File: config.mk
export PLATFORM = sky130hd
export DESIGN_NAME = sa_result_collector_flat
export DESIGN_NICKNAME = d
export VERILOG_FILES = /design/src/rtl/sa_result_collector_pkg.sv /design/src/rtl/sa_result_collector_if.sv /design/src/rtl/sa_result_collector_rd_port.sv /design/src/rtl/sa_result_collector.sv /design/src/flat_wrapper.sv
export SDC_FILE = /design/constraint.sdc
export NUM_CORES = 1
export LEC_CHECK = 0
export CAP_MARGIN = 10
export CORE_ASPECT_RATIO = 2
export CORE_MARGIN = 8
export CORE_UTILIZATION = 45
export DETAILED_ROUTE_END_ITERATION = 7
export PLACE_DENSITY = 0.66
export SLEW_MARGIN = 25
export SYNTH_ARGS = -nofsm -noshare
export SYNTH_HDL_FRONTEND = slang
export SYNTH_SLANG_ARGS = --single-unit
File: constraint.sdc
create_clock -name clk -period 2.25 [get_ports clk]
set_clock_uncertainty 0.15 [all_clocks]
set_input_delay 0.225 -clock clk [delete_from_list [all_inputs] [get_ports clk]]
set_output_delay 0.225 -clock clk [all_outputs]
set_load 0.05 [all_outputs]
File: src/rtl/sa_result_collector_pkg.sv
// Shared types and sizing for the systolic-array result collector.
package sa_result_collector_pkg;

    localparam int unsigned ROWS   = 3;
    localparam int unsigned COLS   = 3;
    localparam int unsigned DW     = 16;
    localparam int unsigned NRES   = ROWS * COLS;
    localparam int unsigned NWORDS = 5;
    localparam int unsigned TLAST  = ROWS + COLS - 2;

    typedef enum logic [1:0] {
        ST_IDLE    = 2'd0,
        ST_ARMED   = 2'd1,
        ST_CAPTURE = 2'd2,
        ST_READY   = 2'd3
    } state_e;

    typedef logic [DW-1:0] res_t;
    typedef logic [31:0]   word_t;

    // Two results packed little end first into one bus word.
    function automatic word_t pack_word(input res_t lo, input res_t hi);
        return {hi, lo};
    endfunction

endpackage

File: src/rtl/sa_result_collector_if.sv
// Array-side capture inputs plus the strobe/ack read port of the collector.
interface sa_result_collector_if;
    import sa_result_collector_pkg::*;

    logic  start;
    logic  in_valid;
    res_t  out1;
    res_t  out2;
    res_t  out3;
    logic  rd_stb;
    logic  rd_ack;
    word_t rd_data;
    logic  busy;
    logic  ready;

    modport master (
        output start, in_valid, out1, out2, out3, rd_stb,
        input  rd_ack, rd_data, busy, ready
    );

    modport slave (
        input  start, in_valid, out1, out2, out3, rd_stb,
        output rd_ack, rd_data, busy, ready
    );

endinterface

File: src/rtl/sa_result_collector_rd_port.sv
// Strobe/ack read port: one ack per strobe, word pointer and packing mux.
module sa_rd_port
    import sa_result_collector_pkg::*;
(
    input  logic  clk,
    input  logic  rst,
    input  logic  rd_stb,
    input  logic  serve,
    input  res_t  res [NRES],
    output logic  rd_ack,
    output word_t rd_data,
    output logic  last_ack
);

    logic        ack_q, ack_d;
    word_t       data_q, data_d;
    logic [2:0]  wp_q, wp_d;
    logic        last_q, last_d;
    word_t       word_sel;

    // Select the packed word addressed by the pointer.
    always_comb begin
        word_sel = '0;
        case (wp_q)
            3'd0:    word_sel = pack_word(res[0], res[1]);
            3'd1:    word_sel = pack_word(res[2], res[3]);
            3'd2:    word_sel = pack_word(res[4], res[5]);
            3'd3:    word_sel = pack_word(res[6], res[7]);
            3'd4:    word_sel = pack_word(res[8], '0);
            default: word_sel = '0;
        endcase
    end

    // Ack a fresh strobe; reads outside the serving window return zero.
    always_comb begin
        ack_d  = rd_stb && !ack_q;
        data_d = data_q;
        wp_d   = wp_q;
        last_d = 1'b0;
        if (ack_d) begin
            if (serve) begin
                data_d = word_sel;
                if (wp_q == 3'(NWORDS - 1)) begin
                    wp_d   = '0;
                    last_d = 1'b1;
                end else begin
                    wp_d = wp_q + 3'd1;
                end
            end else begin
                data_d = '0;
            end
        end
    end

    // Read port registers.
    always_ff @(posedge clk) begin
        if (rst) begin
            ack_q  <= 1'b0;
            data_q <= '0;
            wp_q   <= '0;
            last_q <= 1'b0;
        end else begin
            ack_q  <= ack_d;
            data_q <= data_d;
            wp_q   <= wp_d;
            last_q <= last_d;
        end
    end

    assign rd_ack   = ack_q;
    assign rd_data  = data_q;
    assign last_ack = last_q;

endmodule

File: src/rtl/sa_result_collector.sv
// Captures the skewed 3x3 array column outputs and serves them as packed words.
module sa_result_collector
    import sa_result_collector_pkg::*;
(
    input logic                  clk,
    input logic                  rst,
    sa_result_collector_if.slave bus
);

    state_e      state_q, state_d;
    logic [2:0]  t_q, t_d;
    res_t        res_q [NRES];
    res_t        res_d [NRES];
    res_t        col [COLS];
    logic [2:0]  t_cur;
    logic        cap_en;
    logic        last_ack;

    assign col[0] = bus.out1;
    assign col[1] = bus.out2;
    assign col[2] = bus.out3;

    // State, capture counter and result buffer registers.
    always_ff @(posedge clk) begin
        if (rst) begin
            state_q <= ST_IDLE;
            t_q     <= '0;
            for (int unsigned i = 0; i < NRES; i++) begin
                res_q[i] <= '0;
            end
        end else begin
            state_q <= state_d;
            t_q     <= t_d;
            for (int unsigned i = 0; i < NRES; i++) begin
                res_q[i] <= res_d[i];
            end
        end
    end

    // Next-state logic.
    always_comb begin
        state_d = state_q;
        case (state_q)
            ST_IDLE:    if (bus.start)              state_d = ST_ARMED;
            ST_ARMED:   if (bus.in_valid)           state_d = ST_CAPTURE;
            ST_CAPTURE: if (t_q == 3'(TLAST))       state_d = ST_READY;
            ST_READY:   if (last_ack)               state_d = ST_IDLE;
            default:                                state_d = ST_IDLE;
        endcase
    end

    // Capture datapath: the in_valid edge in ARMED is t=0, so CAPTURE holds t=1..TLAST;
    // column c at time t delivers its row (t-c).
    always_comb begin
        cap_en = ((state_q == ST_ARMED) && bus.in_valid) || (state_q == ST_CAPTURE);
        t_cur  = (state_q == ST_CAPTURE) ? t_q : '0;
        t_d    = t_q;
        res_d  = res_q;
        if (cap_en) begin
            t_d = (t_cur == 3'(TLAST)) ? '0 : t_cur + 3'd1;
            for (int unsigned c = 0; c < COLS; c++) begin
                for (int unsigned r = 0; r < ROWS; r++) begin
                    if (t_cur == 3'(c + r)) begin
                        res_d[c*ROWS + r] = col[c];
                    end
                end
            end
        end
    end

    // Status outputs decoded from state.
    always_comb begin
        bus.busy  = (state_q == ST_ARMED) || (state_q == ST_CAPTURE);
        bus.ready = (state_q == ST_READY);
    end

    sa_rd_port u_rd_port (
        .clk      (clk),
        .rst      (rst),
        .rd_stb   (bus.rd_stb),
        .serve    (state_q == ST_READY),
        .res      (res_q),
        .rd_ack   (bus.rd_ack),
        .rd_data  (bus.rd_data),
        .last_ack (last_ack)
    );

endmodule

File: src/flat_wrapper.sv
// flat-port wrapper written by rule: the top's interface ports become plain ports
module sa_result_collector_flat import sa_result_collector_pkg::*;
  (clk, rst, bus_start, bus_in_valid, bus_out1, bus_out2, bus_out3, bus_rd_stb, bus_rd_ack, bus_rd_data, bus_busy, bus_ready);
  sa_result_collector_if bus_i ();
  input logic clk;
  input logic rst;
  input wire logic [$bits(bus_i.start)-1:0] bus_start;
  input wire logic [$bits(bus_i.in_valid)-1:0] bus_in_valid;
  input wire logic [$bits(bus_i.out1)-1:0] bus_out1;
  input wire logic [$bits(bus_i.out2)-1:0] bus_out2;
  input wire logic [$bits(bus_i.out3)-1:0] bus_out3;
  input wire logic [$bits(bus_i.rd_stb)-1:0] bus_rd_stb;
  output wire logic [$bits(bus_i.rd_ack)-1:0] bus_rd_ack;
  output wire logic [$bits(bus_i.rd_data)-1:0] bus_rd_data;
  output wire logic [$bits(bus_i.busy)-1:0] bus_busy;
  output wire logic [$bits(bus_i.ready)-1:0] bus_ready;
  assign bus_i.start = bus_start;
  assign bus_i.in_valid = bus_in_valid;
  assign bus_i.out1 = bus_out1;
  assign bus_i.out2 = bus_out2;
  assign bus_i.out3 = bus_out3;
  assign bus_i.rd_stb = bus_rd_stb;
  assign bus_rd_ack = bus_i.rd_ack;
  assign bus_rd_data = bus_i.rd_data;
  assign bus_busy = bus_i.busy;
  assign bus_ready = bus_i.ready;
  sa_result_collector u_core (.clk(clk), .rst(rst), .bus(bus_i));
endmodule
* After elaboration in Yosys (flattened, before gate mapping)
Index checks and enable logic that the tools add are counted.
** Storage, ports and cells
- Flip-flop bits (word level) :: 186
- Bits in latches :: 0
- Memory bits (writable) :: 0
- Memory bits (read-only) :: 0
- Bits of input ports :: 53
- Output and inout port bits :: 35
- Memories :: 0
** Cells by class
- $add $sub $neg :: 2
- Multipliers :: 0
- Div/mod/pow operators :: 0
- $lt $le $gt $ge :: 0
- Equality and inequality tests :: 16
- Shifts and indexed selects :: 0
- Multiplexer cells :: 11
- Bitwise gates (word level) :: 2
- Reduce and logical (&&, ||, !) cells :: 16
** Operator list (number)
- case mux 32 bit (5 select lines) :: 1
- 2-to-1 mux 32 bit :: 1
- == test 3 x 2 -> 1 bit, second input constant :: 4
- AND reduction 2 bit :: 6
- == test 3 bit, second input constant :: 3
- 2-to-1 mux 3 bit :: 3
- 2-to-1 mux 2 bit :: 4
- case mux 2 bit (4 select lines) :: 1
- adder 3 x 1 -> 3 bit, second input constant :: 2
- == test 3 x 1 -> 1 bit, second input constant :: 2
- zero test 3 bit :: 2
- == test 2 bit, second input constant :: 2
- inequality test 2 x 1 -> 1 bit, second input constant :: 2
- inequality test 2 bit, second input constant :: 2
- AND reduction 4 bit :: 1
- OR reduction 3 bit :: 1
- == test 2 x 1 -> 1 bit, second input constant :: 1
- logical AND 1 bit :: 2
- zero test 2 bit :: 1
- logical OR 1 bit :: 2
- inverter 1 bit :: 2
- zero test 1 bit :: 1
- 2-to-1 mux 1 bit :: 1

* Depth between registers and ports, before layout
Gate-level depths: netlist of run 1.
- Depth in word-level cells :: 4
- Mapped depth :: 12
- Depth with buffers taken out :: 9

* Hierarchy
Synthesis of run 1 repeated with hierarchy kept, for this count alone.
** Second synthesis, totals
- Cell total of the unflattened synthesis :: 902
- Area, all modules :: 7681.1 um^2
** By module, submodules not included
- sa_result_collector :: instances 1, cells an instance 659, area each 5425.2 um^2
- sa_rd_port :: instances 1, cells an instance 243, area each 2255.9 um^2

* Worst setup path before layout of run 1
OpenSTA, ideal clock, no wires.
- Path kind :: register -> register
- From :: register u_core.state_q[0]
- To :: register u_core.res_q[48] (netlist bit)
- Setup time :: 70 ps
- Data arrival time :: 2007 ps
- Required time :: 2030 ps
- Path slack :: 23 ps
- Stages on the path, launching flop included :: 13
- Path buffers :: 3
- Clock period less this slack :: 2227 ps
- Path through :: dfxtp_1 inv_1 ha_1 buf_4 nand2_1 inv_1 ha_1 ha_1 clkbuf_1 inv_1 clkbuf_1 o21ai_0 a21oi_1
** Between the ends
- Longest elaborated chain between the ends :: 4
- Elaborated cells between the ends (all ways) :: 7
- Those cells by class :: eq/ne (3); mux (1); reduce/logical (3)
** RTL lines
- start, declared :: line sa_result_collector.sv:10 : state_e state_q, state_d;
- start signal, assigned :: line sa_result_collector.sv:32 : state_q <= state_d;
- == test 2 bit or == test 2 x 1 -> 1 bit (tied branches) :: line sa_result_collector.sv:55, sa_result_collector.sv:56
- 2-to-1 mux 3 bit or logical AND 1 bit (tied branches) :: line sa_result_collector.sv:56, sa_result_collector.sv:55
- == test 3 x 2 -> 1 bit or logical OR 1 bit (tied branches) :: line sa_result_collector.sv:63, sa_result_collector.sv:55
- AND reduction 2 bit (no source line) (*)
- end signal, assigned by index :: line sa_result_collector.sv:35 : res_q[i] <= res_d[i];
- end, declared :: line sa_result_collector.sv:12 : res_t res_q [NRES];
Every way passes the cells marked *; elsewhere a longest branch is shown, timed or not.
A chain may end at the register's enable or synchronous reset.

* Worst setup path in the final report of run 1
- From :: register u_core.u_rd_port.wp_q[1]
- To :: register u_core.u_rd_port.data_q[7] (netlist: u_core.u_rd_port.rd_data[7])
** Between the ends
- Longest elaborated chain between the ends :: 3
- Elaborated cells between the ends (all ways) :: 7
- Those cells by class :: eq/ne (4); mux (2); reduce/logical (1)
** RTL lines
- start, declared :: line sa_result_collector_rd_port.sv:17 : logic [2:0] wp_q, wp_d;
- start signal, assigned :: line sa_result_collector_rd_port.sv:65 : wp_q <= wp_d;
- == test 3 bit (tied with other cells) :: line sa_result_collector_rd_port.sv:24 : case (wp_q)
- case mux 32 bit (5 select lines) (*) :: line sa_result_collector_rd_port.sv:24
- 2-to-1 mux 32 bit (*) :: line sa_result_collector_rd_port.sv:41 : if (serve) begin
- end signal, assigned :: line sa_result_collector_rd_port.sv:64 : data_q <= data_d;
- end, declared :: line sa_result_collector_rd_port.sv:16 : word_t data_q, data_d;
Marked as above.

==> results_dict.tcl, run 1 <==
set metrics [dict create \
    core_sq_um 17200 \
    finalSetupViolations 0 \
    slew_headroom 0.599 \
    synth-main-ff-cell "dfxtp_1" \
    via_count 6761 \
    avgSynthCellArea_sq_um 9.04 \
    die_w_um 109 \
    dr.first_iter.drc_count 590 \
    yosysTopAreaCellShare 0.475 \
    routed_wl_um 25400 \
    worst-endpoint-required_ns 2.47 \
    p_leak_nw 3.62 \
    fmax_mhz 465 \
    drive_gt1_frac 0.0881 \
    cts_tree "yes" \
    drc 0 \
    syn_area_sq_um 7840 \
    arrival_ns 2.38 \
    hp-class "input pin to flip-flop" \
    crit_top_cell "buf_4" \
    worstMarginPinSlew_ns 0.601 \
    fin_util 0.564 \
    clk_latency_ns 0.44 \
    path_clk_slew_ns 0.07 \
    nets 997 \
    drt_first_pass_iters 6 \
    dp_hpwl_um 17700 \
    cts.sinks 186 \
    cp_slowest_cell "ha_1" \
    ioPinCount 88 \
    power.share.clock 0.377 \
    synth_cell_types 38 \
    start_util 0.456 \
    num_rows 68 \
    cts-root-buf "clkbuf_16" \
    vias_per_cell 5.87 \
    critical_path.top_delay_family "buffers and inverters" \
    hold_viol 0 \
    yosysSeqAreaShare 0.475 \
    p_int_w 0.00571 \
    power_density_nw_per_um2 846 \
    slew_viol_final 0 \
    grt_usage 0.227 \
    sequentialPowerShare 0.429 \
    die_area_sq_um 22200 \
    synthTopCellsByArea "dfxtp_1, mux2i_1, nand2_1, a22o_1, a21oi_1" \
    placedInstanceArea_sq_um 9040 \
    ys_ff_latch 186 \
    p_comb_frac 0.194 \
    swShare 0.304 \
    yosysTopAreaCell "dfxtp_1" \
    clockBufferDepth 2 \
    critPathLaunchType "flip-flop" \
    place_inst 1119 \
    fin_crit_sh 0.956 \
    synth-edff-count 0 \
    crit_fanout 14 \
    fillCellCount 1564 \
    yosys_warnings 0 \
    fin_area_sq_um 9690 \
    grt_max_degree 60 \
    ctsHoldBuffers 0 \
    peakVddDrop_mv 0.916 \
    grt_pass1_vias 6811 \
    slowest_delay_ns 0.55 \
    power.switching_w 0.00250 \
    worstSetupPathType "flip-flop to flip-flop" \
    path_buf_inv 3 \
    diodes 0 \
    syn-instance-count 867 \
    portBuffers 87 \
    critPathCaptureType "flip-flop" \
    crit_chain "inv_1 > ha_1 > buf_4 > buf_4 > nand3b_1 > o211ai_1 > a22o_1" \
    areaGrowthSynthToFinish_pct 23.6 \
    htree_levels 4 \
    die_y_um 203 \
    antenna_found_initial 0 \
    cap_viol_max_count 0 \
    grt_pass1_wl_um 38200 \
    period_needed_ns 2.15 \
    synthesis.nets 935 \
    overflow 0 \
    finalPower_w 0.00820 \
    routedWlPerCell_um 22.0 \
    ant_nets 0 \
    async_flop_share 0 \
    place_congestion 0.820 \
    status "finished clean" \
    instances_no_fill 1152 \
    cts_setup_buffers 0 \
    cts_made_buffers 17 \
]
-- path summary, 6_finish.rpt --
path	slack, ns	start	end	cells after the start
worst min-delay path	0.11	rst	u_core.state_q[1]$_SDFFE_PP0P_	4
worst max register to register	0.1	u_core.u_rd_port.wp_q[1]$_SDFFE_PP0P_	u_core.u_rd_port.rd_data[7]$_SDFFE_PP0P_	7
worst min register to register	0.31	u_core.res_q[3]$_SDFFE_PP0P_	u_core.res_q[3]$_SDFFE_PP0P_	2
worst max-delay path	0.1	u_core.u_rd_port.wp_q[1]$_SDFFE_PP0P_	u_core.u_rd_port.rd_data[7]$_SDFFE_PP0P_	7
-- layout make-up --
type	count	area, sq um	area share
repair buffers	123	1270	0.131
clock inverters	15	176	0.0182
flip-flops and latches	186	3720	0.384
multi-input cells	591	3800	0.392
clock buffers	17	425	0.0439
inverters	10	40.0	0.00413
well taps	210	263	0.0271
-- logic make-up (layout without fill, tap and decap cells) --
kind of cell	Yosys count	in the layout	synth area share
fa+ha+maj	15	15	0.0239
compound gates	209	209	0.180
buf+inv	90	165	0.0485
flops	186	186	0.475
simple gates	270	270	0.149
mux	97	97	0.124
-- cells in the mapped netlist (3+ instances only) --
master and n:
buf_1 8, a21oi_1 55, o211ai_1 16, o21ai_0 48, ha_1 15, buf_4 7
a222oi_1 16, nand2_1 202, and3_1 3, a32oi_1 16, a22oi_1 16, inv_1 10
mux2i_1 97, dfxtp_1 186, a22o_1 32, buf_2 7, nor2b_1 4, clkbuf_1 57
nand3b_1 17, nand3_1 33
-- per-layer routing --
metal  part of all wire  wire length (um)  up-vias  track usage
met2               0.52             13200      223        0.395
met3              0.042              1070       80       0.0359
li1                   -                 -     3196            -
met4              0.066              1690        0        0.152
met5                  0                 0        -            0
met1               0.37              9470     3262        0.242
-- worst reg2reg max path, stage by stage, from the launching register on --
cell and delay (ns):
dfxtp_1 0.34, inv_1 0.12, ha_1 0.55, buf_4 0.34
buf_4 0.21, nand3b_1 0.09, o211ai_1 0.14, a22o_1 0.17
-- flip-flops by register name, summed over array words and instances, names as in the netlist --
signal / count
u_core.u_rd_port.last_ack: 1
u_core.res_q: 144
u_core.u_rd_port.rd_ack: 1
u_core.u_rd_port.wp_q: 3
u_core.t_q: 3
u_core.state_q: 2
u_core.u_rd_port.rd_data: 32
-- placed cells by master (no fill, tap or decap), types with 3 or more instances in the layout --
cell / count
buf_4: 26
o211ai_1: 16
clkdlybuf4s50_1: 84
a22o_1: 32
a222oi_1: 16
and3_1: 3
a21oi_1: 53
buf_12: 9
inv_6: 7
clkbuf_16: 18
a32oi_1: 16
dfxtp_1: 185
mux2i_1: 97
nand3_1: 33
o21ai_0: 48
nor2b_1: 4
nand2_1: 202
ha_1: 12
inv_1: 8
a22oi_1: 16
nand3b_1: 17
-- power by group through the flow --
stage                     clock, W  sequential (W)  combinational (W)
final                      0.00309         0.00352            0.00159
after global routing       0.00326         0.00353            0.00169
after CTS                  0.00312         0.00352            0.00157
after detailed placement         0         0.00359            0.00156
after global placement           0         0.00359            0.00156
after floorplan                  0         0.00358           0.000945
-- timing repair --
action                                  CTS  global route
pin swaps                                 0             3
resized for setup                         1             6
endpoints found under the setup margin    1            33
gates cloned                              0             1
-- metrics by stage --
| stage | setup TNS, ns | hold slack (ns) | worst slack (ns) |
|---|---|---|---|
| 6_report | 0 | 0.107 | 0.0981 |
| 5_1_grt | -0.000384 | 0.126 | -0.000384 |
| 4_1_cts | 0 | 0.106 | 0.0596 |
| 3_5_place_dp | 0 | 0.296 | 0.0799 |
| 3_3_place_gp | 0 | 0.292 | 0.0894 |
| 2_1_floorplan | 0 | 0.211 | 0.0227 |
Power figures use the tool's default switching activity.
==> run 2: changes to the inputs <==
--- a/config.mk
+++ b/config.mk
@@ -11,6 +11,7 @@
 export CORE_UTILIZATION = 45
 export DETAILED_ROUTE_END_ITERATION = 7
 export PLACE_DENSITY = 0.66
+export SKIP_CTS_REPAIR_TIMING = 1
 export SLEW_MARGIN = 25
 export SYNTH_ARGS = -nofsm -noshare
 export SYNTH_HDL_FRONTEND = slang
==> results_dict.tcl, run 2 (synthesis results as in run 1) <==
set metrics [dict create \
    worstMarginPinSlew_ns 0.634 \
    crit_chain "inv_1 > ha_1 > buf_4 > buf_4 > nand3b_1 > o211ai_1 > a22o_1" \
    largest_reg_flops 144 \
    fmax_mhz 459 \
    num_rows 68 \
    fin_util 0.566 \
    critPathCaptureType "flip-flop" \
    worst-endpoint-required_ns 2.48 \
    routed_wl_um 25600 \
    instances_no_fill 1153 \
    clk_latency_ns 0.43 \
    place_congestion 0.820 \
    diodes 0 \
    grt_pass1_wl_um 38200 \
    die_y_um 203 \
    hold_viol 0 \
    worstSetupPathType "flip-flop to flip-flop" \
    wl_met3_um 1190 \
    clockBufferDepth 2 \
    place_inst 1119 \
    grt_max_degree 60 \
    areaGrowthSynthToFinish_pct 24.0 \
    drive_gt1_frac 0.0901 \
    fin_crit_sh 0.967 \
    overflow 0 \
    power.switching_w 0.00249 \
    mostFrequentLayoutCell "nand2_1" \
    path_clk_slew_ns 0.07 \
    power.share.clock 0.378 \
    crit_fanout 14 \
    cp_slowest_cell "ha_1" \
    htree_levels 4 \
    whs_ns 0.113 \
    slowest_delay_ns 0.57 \
    ant_nets 0 \
    cap_viol_max_count 0 \
    portBuffers 87 \
    drc 0 \
    multi_input_area_sq_um 3790 \
    dp_hpwl_um 17700 \
    wl_met1_um 9460 \
    p_int_w 0.00570 \
    cts_made_buffers 17 \
    slew_viol_final 0 \
    routedWlPerCell_um 22.2 \
    power_density_nw_per_um2 843 \
    critPathLaunchType "flip-flop" \
    nets 998 \
    antenna_found_initial 0 \
    vias_per_cell 5.92 \
    dr.first_iter.drc_count 585 \
    via_count 6829 \
    slew_headroom 0.578 \
    wl_met2_um 13200 \
    grt_pass1_vias 6811 \
    status "finished clean" \
    start_util 0.456 \
    peakVddDrop_mv 0.911 \
    cts.sinks 186 \
    die_w_um 109 \
    cts-root-buf "clkbuf_16" \
    fillCellCount 1564 \
    period_needed_ns 2.18 \
    p_leak_nw 3.65 \
    swShare 0.304 \
    p_comb_frac 0.193 \
    hp-class "input pin to flip-flop" \
    highest_layer "met4" \
    regMostFlops "u_core.res_q" \
    sequentialPowerShare 0.429 \
    cts_tree "yes" \
    finalSetupViolations 0 \
    die_area_sq_um 22200 \
    grt_usage 0.227 \
    crit_top_cell "buf_4" \
    layout_common_cells "nand2_1, dfxtp_1, mux2i_1" \
    ioPinCount 88 \
    drt_first_pass_iters 5 \
    core_sq_um 17200 \
    arrival_ns 2.40 \
    seq_area_sq_um 3720 \
]
## run 2: through the flow
step | instance area (sq um) | worst slack (ns) | total power [W] | setup TNS [ns]
2_1_floorplan | 7840 | 0.0227 | 0.00452 | 0
4_1_cts | 9640 | -0.0359 | 0.00821 | -0.0359
6_report | 9720 | 0.0735 | 0.00820 | 0
3_5_place_dp | 9040 | 0.0799 | 0.00515 | 0
3_3_place_gp | 9040 | 0.0894 | 0.00515 | 0
5_1_grt | 9720 | -0.000384 | 0.00847 | -0.000384
## run 2: path summary, 6_finish.rpt
check / slack [ns] / cells after the start / from / to
max: 0.07 / 7 / u_core.u_rd_port.wp_q[1]$_SDFFE_PP0P_ / u_core.u_rd_port.rd_data[7]$_SDFFE_PP0P_
min: 0.11 / 4 / rst / u_core.state_q[1]$_SDFFE_PP0P_
max reg2reg: 0.07 / 7 / u_core.u_rd_port.wp_q[1]$_SDFFE_PP0P_ / u_core.u_rd_port.rd_data[7]$_SDFFE_PP0P_
min reg2reg: 0.31 / 2 / u_core.res_q[3]$_SDFFE_PP0P_ / u_core.res_q[3]$_SDFFE_PP0P_
## run 2: area by class of cell
type                            count  area share
Multi-Input combinational cell    591       0.390
Sequential cell                   186       0.383
Clock inverter                     15      0.0181
Clock buffer                       17      0.0438
Inverter                           10     0.00438
Timing Repair Buffer              124       0.134
Tap cell                          210      0.0270
## run 2: layer usage
| layer | vias up | GRT usage |
|---|---|---|
| met5 | - | 0 |
| met4 | 0 | 0.152 |
| met3 | 83 | 0.0359 |
| met2 | 261 | 0.395 |
| met1 | 3289 | 0.242 |
| li1 | 3196 | - |
## run 2: power groups by stage
stage / combinational, W / clock [W] / sequential (W)
floorplan: 0.000945 / 0 / 0.00358
global placement: 0.00156 / 0 / 0.00359
detailed placement: 0.00156 / 0 / 0.00359
CTS: 0.00157 / 0.00312 / 0.00352
global route: 0.00168 / 0.00326 / 0.00353
finish: 0.00158 / 0.00310 / 0.00352
## run 2: worst max-delay path, delay by kind of cell, from the launching register on
| kind | cells | cell delay [ns] |
|---|---|---|
| AND/OR/NAND/NOR | 1 | 0.09 |
| buffers and inverters | 3 | 0.66 |
| adder cells (fa/ha/maj) | 1 | 0.57 |
| flip-flops | 1 | 0.34 |
| AO/OA/AOI/OAI | 2 | 0.30 |
==> run 3: changes to the inputs <==
--- a/config.mk
+++ b/config.mk
@@ -6,11 +6,14 @@
 export NUM_CORES = 1
 export LEC_CHECK = 0
 export CAP_MARGIN = 10
+export CELL_PAD_IN_SITES_DETAIL_PLACEMENT = 2
+export CELL_PAD_IN_SITES_GLOBAL_PLACEMENT = 2
 export CORE_ASPECT_RATIO = 2
 export CORE_MARGIN = 8
-export CORE_UTILIZATION = 45
+export CORE_UTILIZATION = 35
 export DETAILED_ROUTE_END_ITERATION = 7
-export PLACE_DENSITY = 0.66
+export DONT_BUFFER_PORTS = 1
+export PLACE_DENSITY = 0.72
 export SKIP_CTS_REPAIR_TIMING = 1
 export SLEW_MARGIN = 25
 export SYNTH_ARGS = -nofsm -noshare
==> results_dict.tcl, run 3 (synthesis results as in run 1) <==
set metrics [dict create \
    grt_max_degree 69 \
    fmax_mhz 464 \
    drc 11 \
    place_congestion 0.792 \
    vias_per_cell 5.75 \
    portBuffers 0 \
    power_density_nw_per_um2 877 \
    finalSetupViolations 0 \
    cts_tree "yes" \
    hold_viol 0 \
    slew_headroom 0.516 \
    whs_ns 0.0194 \
    drt_first_pass_iters 8 \
    areaGrowthSynthToFinish_pct 21.1 \
    instances_no_fill 1185 \
    nets 963 \
    multi_input_area_sq_um 3790 \
    routed_wl_um 30600 \
    start_util 0.355 \
    slew_viol_final 0 \
    grt_pass1_vias 7307 \
    die_area_sq_um 27700 \
    worst-endpoint-required_ns 2.45 \
    reg2reg_to "u_core.res_q[52]$_SDFFE_PP0P_" \
    die_y_um 228 \
    arrival_ns 2.36 \
    cts-root-buf "clkbuf_16" \
    num_rows 77 \
    hold_end "u_core.res_q[123]$_SDFFE_PP0P_" \
    drive_gt1_frac 0.0958 \
    cts_made_buffers 17 \
    overflow 0 \
    crit_fanout 9 \
    hp-class "input pin to flip-flop" \
    r2r_start "u_core.state_q[0]$_SDFFE_PP0P_" \
    period_needed_ns 2.15 \
    dp_hpwl_um 21100 \
    routedWlPerCell_um 25.8 \
    clockBufferDepth 2 \
    antenna_found_initial 1 \
    worstSetupPathType "flip-flop to flip-flop" \
    reg2reg_depth 10 \
    die_w_um 122 \
    hold_depth 2 \
    regMostFlops "u_core.res_q" \
    largest_reg_flops 144 \
    peakVddDrop_mv 0.630 \
    ant_nets 0 \
    layout_common_cells "nand2_1, dfxtp_1, mux2i_1" \
    cap_viol_max_count 0 \
    mostFrequentLayoutCell "nand2_1" \
    fillCellCount 2356 \
    cts.sinks 186 \
    p_leak_nw 3.54 \
    place_inst 1100 \
    hp-start "bus_out1[11]" \
    ioPinCount 88 \
    htree_levels 4 \
    clk_latency_ns 0.45 \
    status "finished, violations left" \
    critPathLaunchType "flip-flop" \
    critPathCaptureType "flip-flop" \
    fin_crit_sh 0.958 \
    grt_usage 0.219 \
    grt_pass1_wl_um 45100 \
    path_clk_slew_ns 0.07 \
    violations "DRC" \
    via_count 6811 \
    dr.first_iter.drc_count 479 \
    seq_area_sq_um 3730 \
    finalPower_w 0.00833 \
    rrSetupSlack_ns 0.1 \
    core_sq_um 22100 \
    worstMarginPinSlew_ns 0.726 \
]
run 3: cell count changes in the layout (fill, tap and decap cells not counted), sizes merged, moves of 5 or more:
cell,before,now
clkdlybuf4s50,84,0
dlygate4sd3,0,51
inv,19,10
clkinv,2,7
run 3: worst max-delay path by stage:
stage | from | end | slack [ns] | depth (start not counted)
after detailed placement | u_core.u_rd_port.wp_q[0]$_SDFFE_PP0P_ | u_core.u_rd_port.rd_data[18]$_SDFFE_PP0P_ | -0.02 | 6
after global placement | u_core.u_rd_port.wp_q[0]$_SDFFE_PP0P_ | u_core.u_rd_port.rd_data[18]$_SDFFE_PP0P_ | 0.12 | 6
after floorplan | u_core.state_q[0]$_SDFFE_PP0P_ | u_core.res_q[48]$_SDFFE_PP0P_ | 0.02 | 12
after global routing | u_core.state_q[0]$_SDFFE_PP0P_ | u_core.res_q[52]$_SDFFE_PP0P_ | -0.03 | 10
after CTS | u_core.state_q[0]$_SDFFE_PP0P_ | u_core.res_q[61]$_SDFFE_PP0P_ | -0.08 | 10
final | u_core.state_q[0]$_SDFFE_PP0P_ | u_core.res_q[52]$_SDFFE_PP0P_ | 0.1 | 10
run 3: critical path, stage by stage, from the launching register on:
cell	delay, ns
dfxtp_1	0.36
inv_1	0.11
ha_2	0.23
nand2_2	0.10
inv_1	0.08
ha_1	0.21
ha_2	0.21
inv_2	0.09
buf_4	0.18
o21ai_0	0.11
a21oi_1	0.24
run 3: metal layers:
layer / wire length [um] / track usage / vias up
met4: 1790 / 0.137 / 0
met2: 15900 / 0.388 / 185
met5: 0 / 0 / -
met3: 1260 / 0.0527 / 63
li1: - / - / 3134
met1: 11600 / 0.225 / 3429
run 3: through the flow:
step | TNS (ns) | utilization | instance area, sq um | worst slack, ns
after floorplan | 0 | - | 7840 | 0.0227
after CTS | -0.117 | 0.405 | 8930 | -0.0819
final | 0 | 0.430 | 9500 | 0.0950
after detailed placement | -0.0210 | 0.377 | 8330 | -0.0210
after global placement | 0 | 0.377 | 8330 | 0.117
after global routing | -0.0597 | 0.430 | 9500 | -0.0326
run 3: area by class of cell:
| type | instances | share of cell area |
|---|---|---|
| Multi-Input combinational cell | 591 | 0.399 |
| Sequential cell | 186 | 0.393 |
| Timing Repair Buffer | 89 | 0.103 |
| Clock buffer | 20 | 0.0481 |
| Tap cell | 276 | 0.0364 |
| Clock inverter | 12 | 0.0155 |
| Inverter | 10 | 0.00422 |
| Antenna cell | 1 | 0.000264 |
run 3: report_power, final:
part | internal, W | switching [W] | total (W)
logic | 0.000596 | 0.00105 | 0.00165
clock network | 0.00180 | 0.00135 | 0.00315
registers | 0.00343 | 0.000104 | 0.00353
total | 0.00583 | 0.00251 | 0.00833
